File: src/rtl/com_tx_sched.sv
// com_tx_sched: round-robin share of one com_tx among NUM_CH FWFT byte FIFOs; `COM_TX_SCHED_SUM_EN adds a trailing SUM byte.
// Header on the wire 2 cycles after req; each byte held until tx_ready, FIFO popped only on accepted data bytes.
module com_tx_sched #(
  parameter int         NUM_CH = 4,
  parameter int         LEN_W  = 8,
  parameter logic [7:0] HEAD   = 8'hAA
) (
  input  logic                    clk,
  input  logic                    rst,
  input  logic [NUM_CH-1:0]       req,
  input  logic [NUM_CH*LEN_W-1:0] len,
  input  logic [NUM_CH*8-1:0]     ch_data,
  output logic [NUM_CH-1:0]       ch_rd,
  output logic [NUM_CH-1:0]       gnt,
  output logic [7:0]              tx_data,
  output logic                    tx_valid,
  input  logic                    tx_ready,
  output logic                    busy,
  output logic                    done
);

  localparam int CH_W = (NUM_CH > 1) ? $clog2(NUM_CH) : 1;

  typedef enum logic [2:0] {
    S_IDLE, S_ARB, S_HDR, S_CID, S_LEN, S_DATA, S_SUM, S_DONE
  } state_t;

`ifdef COM_TX_SCHED_SUM_EN
  localparam state_t AFTER_DATA = S_SUM;
`else
  localparam state_t AFTER_DATA = S_DONE;
`endif

  state_t           state, state_nxt;
  logic [CH_W-1:0]  ptr, ch_q, pick;
  logic             pick_vld;
  logic [LEN_W-1:0] len_q, cnt;
  logic [7:0]       len_byte, cid_byte;
  logic             acc;

  assign acc      = tx_valid & tx_ready;
  assign cid_byte = 8'(ch_q);

  if (LEN_W >= 8) begin : g_len_wide
    assign len_byte = len_q[7:0];
  end else begin : g_len_narrow
    assign len_byte = {{(8-LEN_W){1'b0}}, len_q};
  end

  // First requester at or above ptr, wrapping past the top channel.
  always_comb begin
    pick     = '0;
    pick_vld = 1'b0;
    for (int i = 0; i < NUM_CH; i++) begin
      if (!pick_vld && req[(int'(ptr) + i) % NUM_CH]) begin
        pick     = CH_W'((int'(ptr) + i) % NUM_CH);
        pick_vld = 1'b1;
      end
    end
  end

  always_ff @(posedge clk or posedge rst) begin
    if (rst) state <= S_IDLE;
    else     state <= state_nxt;
  end

  always_ff @(posedge clk or posedge rst) begin
    if (rst) begin
      ptr   <= '0;
      ch_q  <= '0;
      len_q <= '0;
      cnt   <= '0;
    end else begin
      if (state == S_ARB && pick_vld) begin
        ch_q  <= pick;
        len_q <= len[int'(pick)*LEN_W +: LEN_W];
      end
      if (state == S_ARB)
        cnt <= '0;
      else if (state == S_DATA && acc)
        cnt <= cnt + 1'b1;
      // Only a completed frame advances the pointer; reset returns it to 0.
      if (state == S_DONE)
        ptr <= (ch_q == CH_W'(NUM_CH-1)) ? '0 : ch_q + 1'b1;
    end
  end

`ifdef COM_TX_SCHED_SUM_EN
  logic [7:0] sum;

  always_ff @(posedge clk or posedge rst) begin
    if (rst)
      sum <= '0;
    else if (state == S_ARB)
      sum <= '0;
    else if (acc && (state == S_CID || state == S_LEN || state == S_DATA))
      sum <= sum + tx_data;
  end
`endif

  always_comb begin
    state_nxt = state;
    case (state)
      S_IDLE: if (|req) state_nxt = S_ARB;
      S_ARB:  state_nxt = pick_vld ? S_HDR : S_IDLE;
      S_HDR:  if (tx_ready) state_nxt = S_CID;
      S_CID:  if (tx_ready) state_nxt = S_LEN;
      S_LEN:  if (tx_ready) state_nxt = (len_q != '0) ? S_DATA : AFTER_DATA;
      S_DATA: if (tx_ready && cnt == len_q - 1'b1) state_nxt = AFTER_DATA;
      S_SUM:  if (tx_ready) state_nxt = S_DONE;
      S_DONE: state_nxt = S_IDLE;
      default: state_nxt = S_IDLE;
    endcase
  end

  always_comb begin
    gnt      = '0;
    ch_rd    = '0;
    tx_valid = 1'b0;
    tx_data  = 8'h00;
    busy     = (state != S_IDLE);
    done     = (state == S_DONE);
    case (state)
      S_ARB: if (pick_vld) gnt[pick] = 1'b1;
      S_HDR: begin
        gnt[ch_q] = 1'b1;
        tx_valid  = 1'b1;
        tx_data   = HEAD;
      end
      S_CID: begin
        gnt[ch_q] = 1'b1;
        tx_valid  = 1'b1;
        tx_data   = cid_byte;
      end
      S_LEN: begin
        gnt[ch_q] = 1'b1;
        tx_valid  = 1'b1;
        tx_data   = len_byte;
      end
      S_DATA: begin
        gnt[ch_q]   = 1'b1;
        tx_valid    = 1'b1;
        tx_data     = ch_data[int'(ch_q)*8 +: 8];
        ch_rd[ch_q] = tx_ready;
      end
`ifdef COM_TX_SCHED_SUM_EN
      S_SUM: begin
        gnt[ch_q] = 1'b1;
        tx_valid  = 1'b1;
        tx_data   = sum;
      end
`endif
      default: ;
    endcase
  end

endmodule
File: config.mk
export PLATFORM = sky130hd
export DESIGN_NAME = com_tx_sched
export DESIGN_NICKNAME = d
export VERILOG_FILES = /design/src/rtl/com_tx_sched.sv
export SDC_FILE = /design/constraint.sdc
export NUM_CORES = 1
export LEC_CHECK = 0
export BUFFER_PORTS_ARGS = -buffer_cell sky130_fd_sc_hd__buf_2
export CORE_ASPECT_RATIO = 0.8
export CORE_MARGIN = 3
export CORE_UTILIZATION = 52
export CTS_CLUSTER_DIAMETER = 120
export DETAILED_ROUTE_END_ITERATION = 8
export PLACE_DENSITY_LB_ADDON = 0.08
export SLEW_MARGIN = 20
export SYNTH_ARGS = -nofsm -noshare
export SYNTH_HDL_FRONTEND = slang
export SYNTH_SLANG_ARGS = --single-unit
export TNS_END_PERCENT = 50
File: constraint.sdc
create_clock -name clk -period 4.6 [get_ports clk]
set_input_delay 0.92 -clock clk [delete_from_list [all_inputs] [get_ports clk]]
set_output_delay 0.92 -clock clk [all_outputs]
set_load 0.05 [all_outputs]
# Yosys cells after proc, flatten, opt, wreduce, memory -nomap -nowiden
# Index checks and enable logic that the tools add are counted.
[word_totals]
reg_bits = 23
input_bits = 71
out_inout_bits = 19
[op_classes]
addsub = 6
magnitude_cmp = 8
n_eq_ne = 15
shift = 2
mux = 40
n_bitwise = 5
n_reduce_logical = 21
[op_table]
columns = ["op", "count"]
rows = [
  ["variable part select 32 x 6 -> 8 bit", 2],
  ["case mux 8 bit (4 select lines)", 1],
  ["case mux 3 bit (8 select lines)", 1],
  ["2-to-1 mux 3 bit", 6],
  ["2-to-1 mux 8 bit", 2],
  ["2-to-1 mux 1 bit", 14],
  ["2-to-1 mux 2 bit", 7],
  ["== test 3 bit, second input constant", 4],
  ["< comparator 3 x 4 -> 1 bit, second input constant", 3],
  ["!= test 2 bit, second input constant", 5],
  ["< comparator 2 x 3 -> 1 bit, second input constant", 3],
  ["adder 8 x 1 -> 8 bit, second input constant", 1],
  ["binary-select mux 1 bit (select 2 bit)", 4],
  ["== test 8 bit", 1],
  ["logical AND 1 bit", 8],
  ["2-to-1 mux 4 bit", 2],
  ["case mux 4 bit (2 select lines)", 1],
  ["nonzero test 8 bit", 1],
  ["OR reduction 4 bit", 2],
  ["subtractor 8 x 1 -> 8 bit, second input constant", 1],
  ["== test 3 x 2 -> 1 bit, second input constant", 2],
  ["AND reduction 6 bit", 1],
  ["OR reduction 2 bit", 3],
  ["adder 2 x 1 -> 2 bit, second input constant", 2],
  ["other kinds (13)", 20],
]

# Logic depth before layout (Yosys ltp)
# Gate-level depths: netlist of the first run.
[depth]
word_depth = 20
depth_mapped = 8

# Least setup slack after synthesis of the first run
# Ideal clock, no wire load.
[synth_timing]
path_kind = "input to output"
start = "input port req[0]"
end = "output port gnt[3]"
arrival_time_ns = 2.810
t_required_ns = 3.680
path_slack_ns = 0.870
path_stages = 7
path_cell_list = "a21o_1 -> a21oi_1 -> o22a_1 -> buf_6 -> buf_6 -> inv_2 -> o21ai_0"
[synth_via]
elab_chain_cells = 18
word_cells_on_any_way = 32
classes_between = "order compare (2); mux (23); reduce/logical (7)"
[synth_rtl]
columns = ["element", "line_no", "text"]
rows = [
  ["from (decl)", "10", "input logic [NUM_CH-1:0] req,"],
  ["binary-select mux 1 bit (select 2 bit)", "55", "if (!pick_vld && req[(int'(ptr) + i) % NUM_CH]) begin"],
  ["2-to-1 mux 1 bit (not written as such)", "55", ""],
  ["2-to-1 mux 1 bit", "55", ""],
  ["logical NOT 1 bit", "55", ""],
  ["logical AND 1 bit", "55", ""],
  ["2-to-1 mux 1 bit", "55", ""],
  ["logical NOT 1 bit", "55", ""],
  ["logical AND 1 bit", "55", ""],
  ["(+2 left out)", "-", ""],
  ["logical AND 1 bit", "55", ""],
  ["2-to-1 mux 2 bit", "55", ""],
  ["< comparator 2 x 3 -> 1 bit (not written as such) / greater-or-equal comparator 2 x 1 -> 1 bit (equally long branches)", "124", "S_ARB: if (pick_vld) gnt[pick] = 1'b1;"],
  ["logical AND 1 bit (not written as such)", "124", ""],
  ["2-to-1 mux 1 bit (not written as such)", "124", ""],
  ["demux 1 bit (select 2 bit)", "124", ""],
  ["2-to-1 mux 4 bit (*)", "124", ""],
  ["case mux 4 bit (2 select lines) (*)", "123", "case (state)"],
  ["to (decl)", "14", "output logic [NUM_CH-1:0] gnt,"],
]
# Every way passes the cells marked *; elsewhere a longest branch is shown, timed or not. The select of a mux whose other input is x is not followed.

# Worst setup path in the final report of the first run
[layout_timing]
start = "register state[0]"
end = "output port gnt[2]"
[layout_via]
elab_chain_cells = 3
word_cells_on_any_way = 7
classes_between = "eq/ne (5); mux (1); reduce/logical (1)"
[layout_rtl]
columns = ["element", "line_no", "text"]
rows = [
  ["from (decl)", "34", "state_t state, state_nxt;"],
  ["from (signal assigned)", "64", "else state <= state_nxt;"],
  ["== test 3 bit / == test 3 x 2 -> 1 bit (equally long branches)", "123", ""],
  ["OR reduction 4 bit (no source line)", "-", ""],
  ["case mux 4 bit (2 select lines) (*)", "123", ""],
]
# Every way passes the cells marked *; elsewhere a longest branch is shown, timed or not.

==> results.json, run 1 <==
{
  "outcome": "finished clean",
  "detail_route.iter0.violations": 131,
  "grt_pass1_vias": 1862,
  "nFillCells": 306,
  "antenna_found_initial": 0,
  "yosys-top-cells-area": "dfrtp_1 28%, mux2i_1 12%, mux4_2 8.8%",
  "grt_usage_pct": 23.8,
  "clockRootBuffer": "clkbuf_8",
  "synth_seq_area_share_pct": 28.0,
  "power_uw": 1610,
  "dp_cells": 362,
  "cts_buffer_depth": 2,
  "hold_ws_ns": 0.544,
  "synth_most_common_cell": "nand2_1",
  "viasPerCell": 5.49,
  "fin_area_mm2": 0.00254,
  "slew_viol_final": 0,
  "synth_cells": 235,
  "finalCritPeriodShare_pct": 81.0,
  "rsz0062_at_grt": "no",
  "cts-hold-fix-buffers": 0,
  "boundaryPins": 90,
  "ys_types": 43,
  "fin_cells": 366,
  "ys.flop_type": "dfrtp_1",
  "cts_max_level": 1,
  "dieWidth_um": 76.3,
  "maxCapViolCount": 0,
  "syn_area_mm2": 0.00206,
  "drcViolationCount": 0,
  "antenna_cells": 0,
  "crit_path_max_fanout": 20,
  "final_nets": 392,
  "postCtsSetupRepairBufs": 0,
  "wl_per_cell_um": 15.5,
  "yosys_warnings": 0,
  "core_mm2": 0.00361,
  "cts_tree": "done",
  "drt_first_pass_iters": 4,
  "drive_above_1_share_pct": 33.4,
  "fmax_mhz": 268,
  "setup_viol_count_final": 0,
  "worst_pin_slew_ns": 0.913,
  "crit_chain": "nand2b_1 > or3_1 > or2_1 > o21ai_1 > buf_2",
  "ys_ff_latch": 23,
  "crit_type": "reg -> out",
  "leakagePower_uw": 0.00127,
  "rows": 19,
  "peakVddDrop_mv": 0.333,
  "setup-tns-final_ns": 0,
  "synth_area_leader_cell": "dfrtp_1",
  "slowest_stage": "dfrtp_1",
  "hold_path.class": "reg -> reg",
  "p_per_area_mw_per_mm2": 634,
  "crit_arrival_ns": 2.81,
  "avgSynthCellArea_um2": 8.76,
  "clkLatencyLatePin_ns": 0.27,
  "gp_congestion": 0.874,
  "die_h_um": 62.3,
  "start_kind": "register",
  "synthesis.nets": 312,
  "antenna_left": 0,
  "synthArstFlopShare_pct": 100,
  "routed_wl_mm": 5.67,
  "initial_core_util_pct": 57.0,
  "dp.final_hpwl_mm": 4.40,
  "crit_path_start": "state[0]$_DFFE_PP0P_",
  "dpl-instance-area_mm2": 0.00249,
  "hp-start": "ptr[0]$_DFFE_PP0P_",
  "min_period_ns": 3.73,
  "cts.sinks": 23,
  "clk_pin_slew_worst_paths_ns": 0.09,
  "synth_edf_count": 0,
  "finalClockSkew_ns": 0.00308,
  "synth_top_area_share_pct": 28.0,
  "cp_slowest_stage_delay_ns": 0.82,
  "area_delta_synth_final_pct": 23.2,
  "ctsResizeCount": 0,
  "grt_pass1_wl_mm": 9.11,
  "dieArea_mm2": 0.00475,
  "required_ns": 3.68,
  "grt-ovfl-total": 0,
  "synthTopCellsByCount": "30 x nand2_1, 24 x mux2i_1, 23 x dfrtp_1, 21 x nor2_1",
  "cts-buffers-inserted": 3,
  "worstReg2RegStart": "state[0]$_DFFE_PP0P_",
  "portBuffers": 89,
  "max_slew_margin_pct": 39.1,
  "final-hold-violation-count": 0,
  "grt_max_degree": 24,
  "end_kind": "output pin",
  "vias": 2011
}
==> final timing paths <==
check / endpoint / cells after the start / slack, ns
setup / recovery: gnt[2] / 5 / 0.87
min in group asynchronous: cnt[2]$_DFFE_PP0P_ / 2 / 0.83
hold reg to reg: ptr[0]$_DFFE_PP0P_ / 2 / 0.54
setup reg to reg: len_byte[5]$_DFFE_PP0P_ / 4 / 2.16
hold / removal: ptr[0]$_DFFE_PP0P_ / 2 / 0.54
max in group asynchronous: len_byte[7]$_DFFE_PP0P_ / 2 / 3.21
==> state kept, by name, summed over array words and instances, names as in the netlist <==
register / count
len_byte: 8
ptr: 2
ch_q: 2
state: 3
cnt: 8
==> cell usage in the layout, fill, tap and decap left out, types with 2 or more instances in the layout <==
cell type and instances:
and2_1 4, a21oi_1 9, dfrtp_1 23, nand2b_1 8, inv_1 10, nor4_1 2, nand3_1 4, mux2i_1 24
mux4_2 8, o21ai_1 3, clkbuf_8 3, xor2_1 7, nor2_1 21, o2111ai_1 2, buf_2 89, o221ai_1 8
ha_1 6, nand4_1 3, nor3_1 3, o21bai_1 2, xnor2_1 8, o21ai_0 10, nor2b_1 3, o31ai_1 3
or3_1 2, nand2_1 30, nand3b_1 2, a21o_1 2
==> worst max-delay path: cells and delay by family, from the launching register on <==
family / cells / cell delay, ns
flops: 1 / 0.82
compound gates: 1 / 0.17
buf+inv: 1 / 0.28
simple gates: 3 / 1.25
==> cell type report <==
cell class              count  area, um^2  share of cell area, %
flip-flops and latches     23         576                   22.7
clock inverters             1        5.00                  0.197
clock buffers               3        41.3                   1.63
multi-input cells         186        1360                   53.4
inverters                  11        41.3                   1.63
repair buffers             90         453                   17.9
well taps                  52        65.1                   2.57
==> routing by layer <==
| metal | vias up | GRT usage, % | wire length (um) |
|---|---|---|---|
| li1 | 999 | - | - |
| met1 | 923 | 33.4 | 2490 |
| met2 | 81 | 37.9 | 2670 |
| met3 | 8 | 4.91 | 429 |
| met4 | 0 | 5.20 | 80 |
| met5 | - | 0 | 0 |
==> report_power, final <==
group / switching [uW] / internal [uW] / total, uW
logic: 627 / 390 / 1020
registers: 188 / 272 / 460
clock network: 69.9 / 60.7 / 131
total: 884 / 723 / 1610
==> through the flow <==
step | util (%) | worst slack, ns
global route | 70.2 | 0.713
floorplan | - | 0.870
global placement | 68.9 | 1.07
finish | 70.2 | 0.873
detailed placement | 68.9 | 0.942
CTS | 70.2 | 0.912
==> logic make-up (layout without fill, tap and decap cells) <==
family / after synthesis / in the layout / synth area share, %
compound gates: 47 / 47 / 15.3
xor+xnor: 15 / 15 / 6.38
buf+inv: 26 / 105 / 6.20
mux: 33 / 33 / 21.0
flops: 23 / 23 / 28.0
simple gates: 85 / 85 / 19.5
fa+ha+maj: 6 / 6 / 3.65
No activity file was read; power rests on OpenSTA's default activity.
==> run 2: changes to the inputs <==
- CORE_UTILIZATION: 52 -> 43
- clock period: 4.6 -> 3.3 ns (I/O delays scaled with it)
==> run 2 against run 1 <==
  * Sequential power grew 30%
  * Critical path depth unchanged
  * Die area increased by 19%
  * Global-route usage is 3.1 points lower
  * Critical endpoint is now gnt[0]
  * Clock skew up 0.0061 ns
  * Largest power group unchanged
  * Highest routed layer unchanged
  * Sequential share of layout area down 0.32 points
  * Critical path type unchanged
  * Clock power is 37% higher
  * Design area rose by 1.4%
  * Total power rose by 42%
  * Via count rose by 0.75%
==> results.json, run 2 (synthesis results as in run 1) <==
{
  "clkLatencyLatePin_ns": 0.27,
  "area_delta_synth_final_pct": 25.0,
  "r2r_slack_ns": 1.44,
  "gp_congestion": 0.862,
  "finalCritPeriodShare_pct": 87.0,
  "grt_usage_pct": 20.6,
  "grt_pass1_wl_mm": 9.27,
  "final-hold-violation-count": 0,
  "die_h_um": 67.9,
  "dieWidth_um": 83.4,
  "cts_max_level": 1,
  "nFillCells": 386,
  "slew_viol_final": 0,
  "clk_pin_slew_worst_paths_ns": 0.09,
  "leakagePower_uw": 0.00129,
  "cts_tree": "done",
  "grt_pass1_vias": 1902,
  "hold_ws_ns": 0.569,
  "rows": 21,
  "setup_viol_count_final": 0,
  "finalClockSkew_ns": 0.00915,
  "fmax_mhz": 348,
  "cts.sinks": 23,
  "clock_power_share_pct": 7.9,
  "required_ns": 2.64,
  "combPwrFrac_pct": 65.9,
  "drt_first_pass_iters": 4,
  "swShare_pct": 54.5,
  "crit_arrival_ns": 2.21,
  "multiInputGateArea_mm2": 0.00136,
  "routed_wl_mm": 5.98,
  "p_sw_uw": 1240,
  "rsz0062_at_grt": "no",
  "final_common_cell": "buf_2",
  "dieArea_mm2": 0.00566,
  "dp.final_hpwl_mm": 4.62,
  "layout_common_cells": "89 x buf_2, 30 x nand2_1, 24 x mux2i_1",
  "clockRootBuffer": "clkbuf_8",
  "antenna_left": 0,
  "maxCapViolCount": 0,
  "viasPerCell": 5.40,
  "boundaryPins": 90,
  "grt_max_degree": 24,
  "antenna_cells": 0,
  "cts_buffer_depth": 2,
  "wl_per_cell_um": 15.9,
  "peakVddDrop_mv": 0.350,
  "drive_above_1_share_pct": 34.3,
  "p_int_uw": 1040,
  "min_period_ns": 2.87,
  "worst_pin_slew_ns": 0.928,
  "grt-ovfl-total": 0,
  "antenna_found_initial": 0,
  "max_slew_margin_pct": 38.1,
  "cts-hold-fix-buffers": 0,
  "ctsResizeCount": 0,
  "crit_type": "reg -> out",
  "setup-tns-final_ns": 0,
  "detail_route.iter0.violations": 91,
  "cts-buffers-inserted": 3,
  "p_per_area_mw_per_mm2": 886,
  "crit_path_max_fanout": 11,
  "drcViolationCount": 0,
  "initial_core_util_pct": 46.9,
  "core_mm2": 0.00439,
  "postCtsSetupRepairBufs": 0,
  "seq_power_share_pct": 26.2,
  "outcome": "finished clean",
  "regArea_um2": 576,
  "vias": 2026,
  "start_kind": "register",
  "final_nets": 396,
  "hold_path.class": "reg -> reg",
  "end_kind": "output pin",
  "portBuffers": 89
}
[run 2: worst paths after layout]
| check | startpoint | endpoint | cells past startpoint |
|---|---|---|---|
| max in group asynchronous | rst | ch_q[0]$_DFFE_PP0P_ | 2 |
| hold reg to reg | ptr[0]$_DFFE_PP0P_ | ptr[0]$_DFFE_PP0P_ | 2 |
| min in group asynchronous | rst | cnt[6]$_DFFE_PP0P_ | 2 |
| hold / removal | ptr[0]$_DFFE_PP0P_ | ptr[0]$_DFFE_PP0P_ | 2 |
| setup / recovery | state[1]$_DFFE_PP0P_ | gnt[0] | 5 |
| setup reg to reg | state[1]$_DFFE_PP0P_ | len_byte[7]$_DFFE_PP0P_ | 4 |
[run 2: worst max-delay path: stages (launching register included)]
cell and delay, ns:
dfrtp_1 0.50, nand2b_1 0.26, or3_1 0.35, or2_1 0.39
o21ai_1 0.17, buf_2 0.27
[run 2: power by group through the flow]
stage,combinational (uW),clock [uW],sequential [uW]
2_1_floorplan,1280,0,467
3_3_place_gp,1480,0,599
3_5_place_dp,1490,0,600
4_1_cts,1500,186,593
5_1_grt,1630,200,623
6_report,1500,180,597
[run 2: area by class of cell]
type / count / share of cell area, %
Clock buffer: 3 / 1.61
Clock inverter: 1 / 0.195
Inverter: 11 / 1.61
Multi-Input combinational cell: 186 / 52.7
Sequential cell: 23 / 22.4
Tap cell: 57 / 2.77
Timing Repair Buffer: 94 / 18.8
[run 2: per-stage QoR]
step	setup WS [ns]	util, %	power [uW]	instance area (um^2)	instances
final	0.429	58.6	2280	2570	375
after global routing	0.301	58.6	2460	2570	375
after CTS	0.440	58.6	2280	2570	375
after detailed placement	0.503	57.6	2090	2530	371
after global placement	0.533	57.6	2080	2530	371
after floorplan	0.0902	-	1740	2060	235
[run 2: metal layers]
metal	wire length [um]	vias up	GRT usage (%)
li1	-	1009	-
met1	2780	939	29.0
met2	2770	70	33.8
met3	359	8	3.73
met4	63	0	4.08
met5	0	-	0
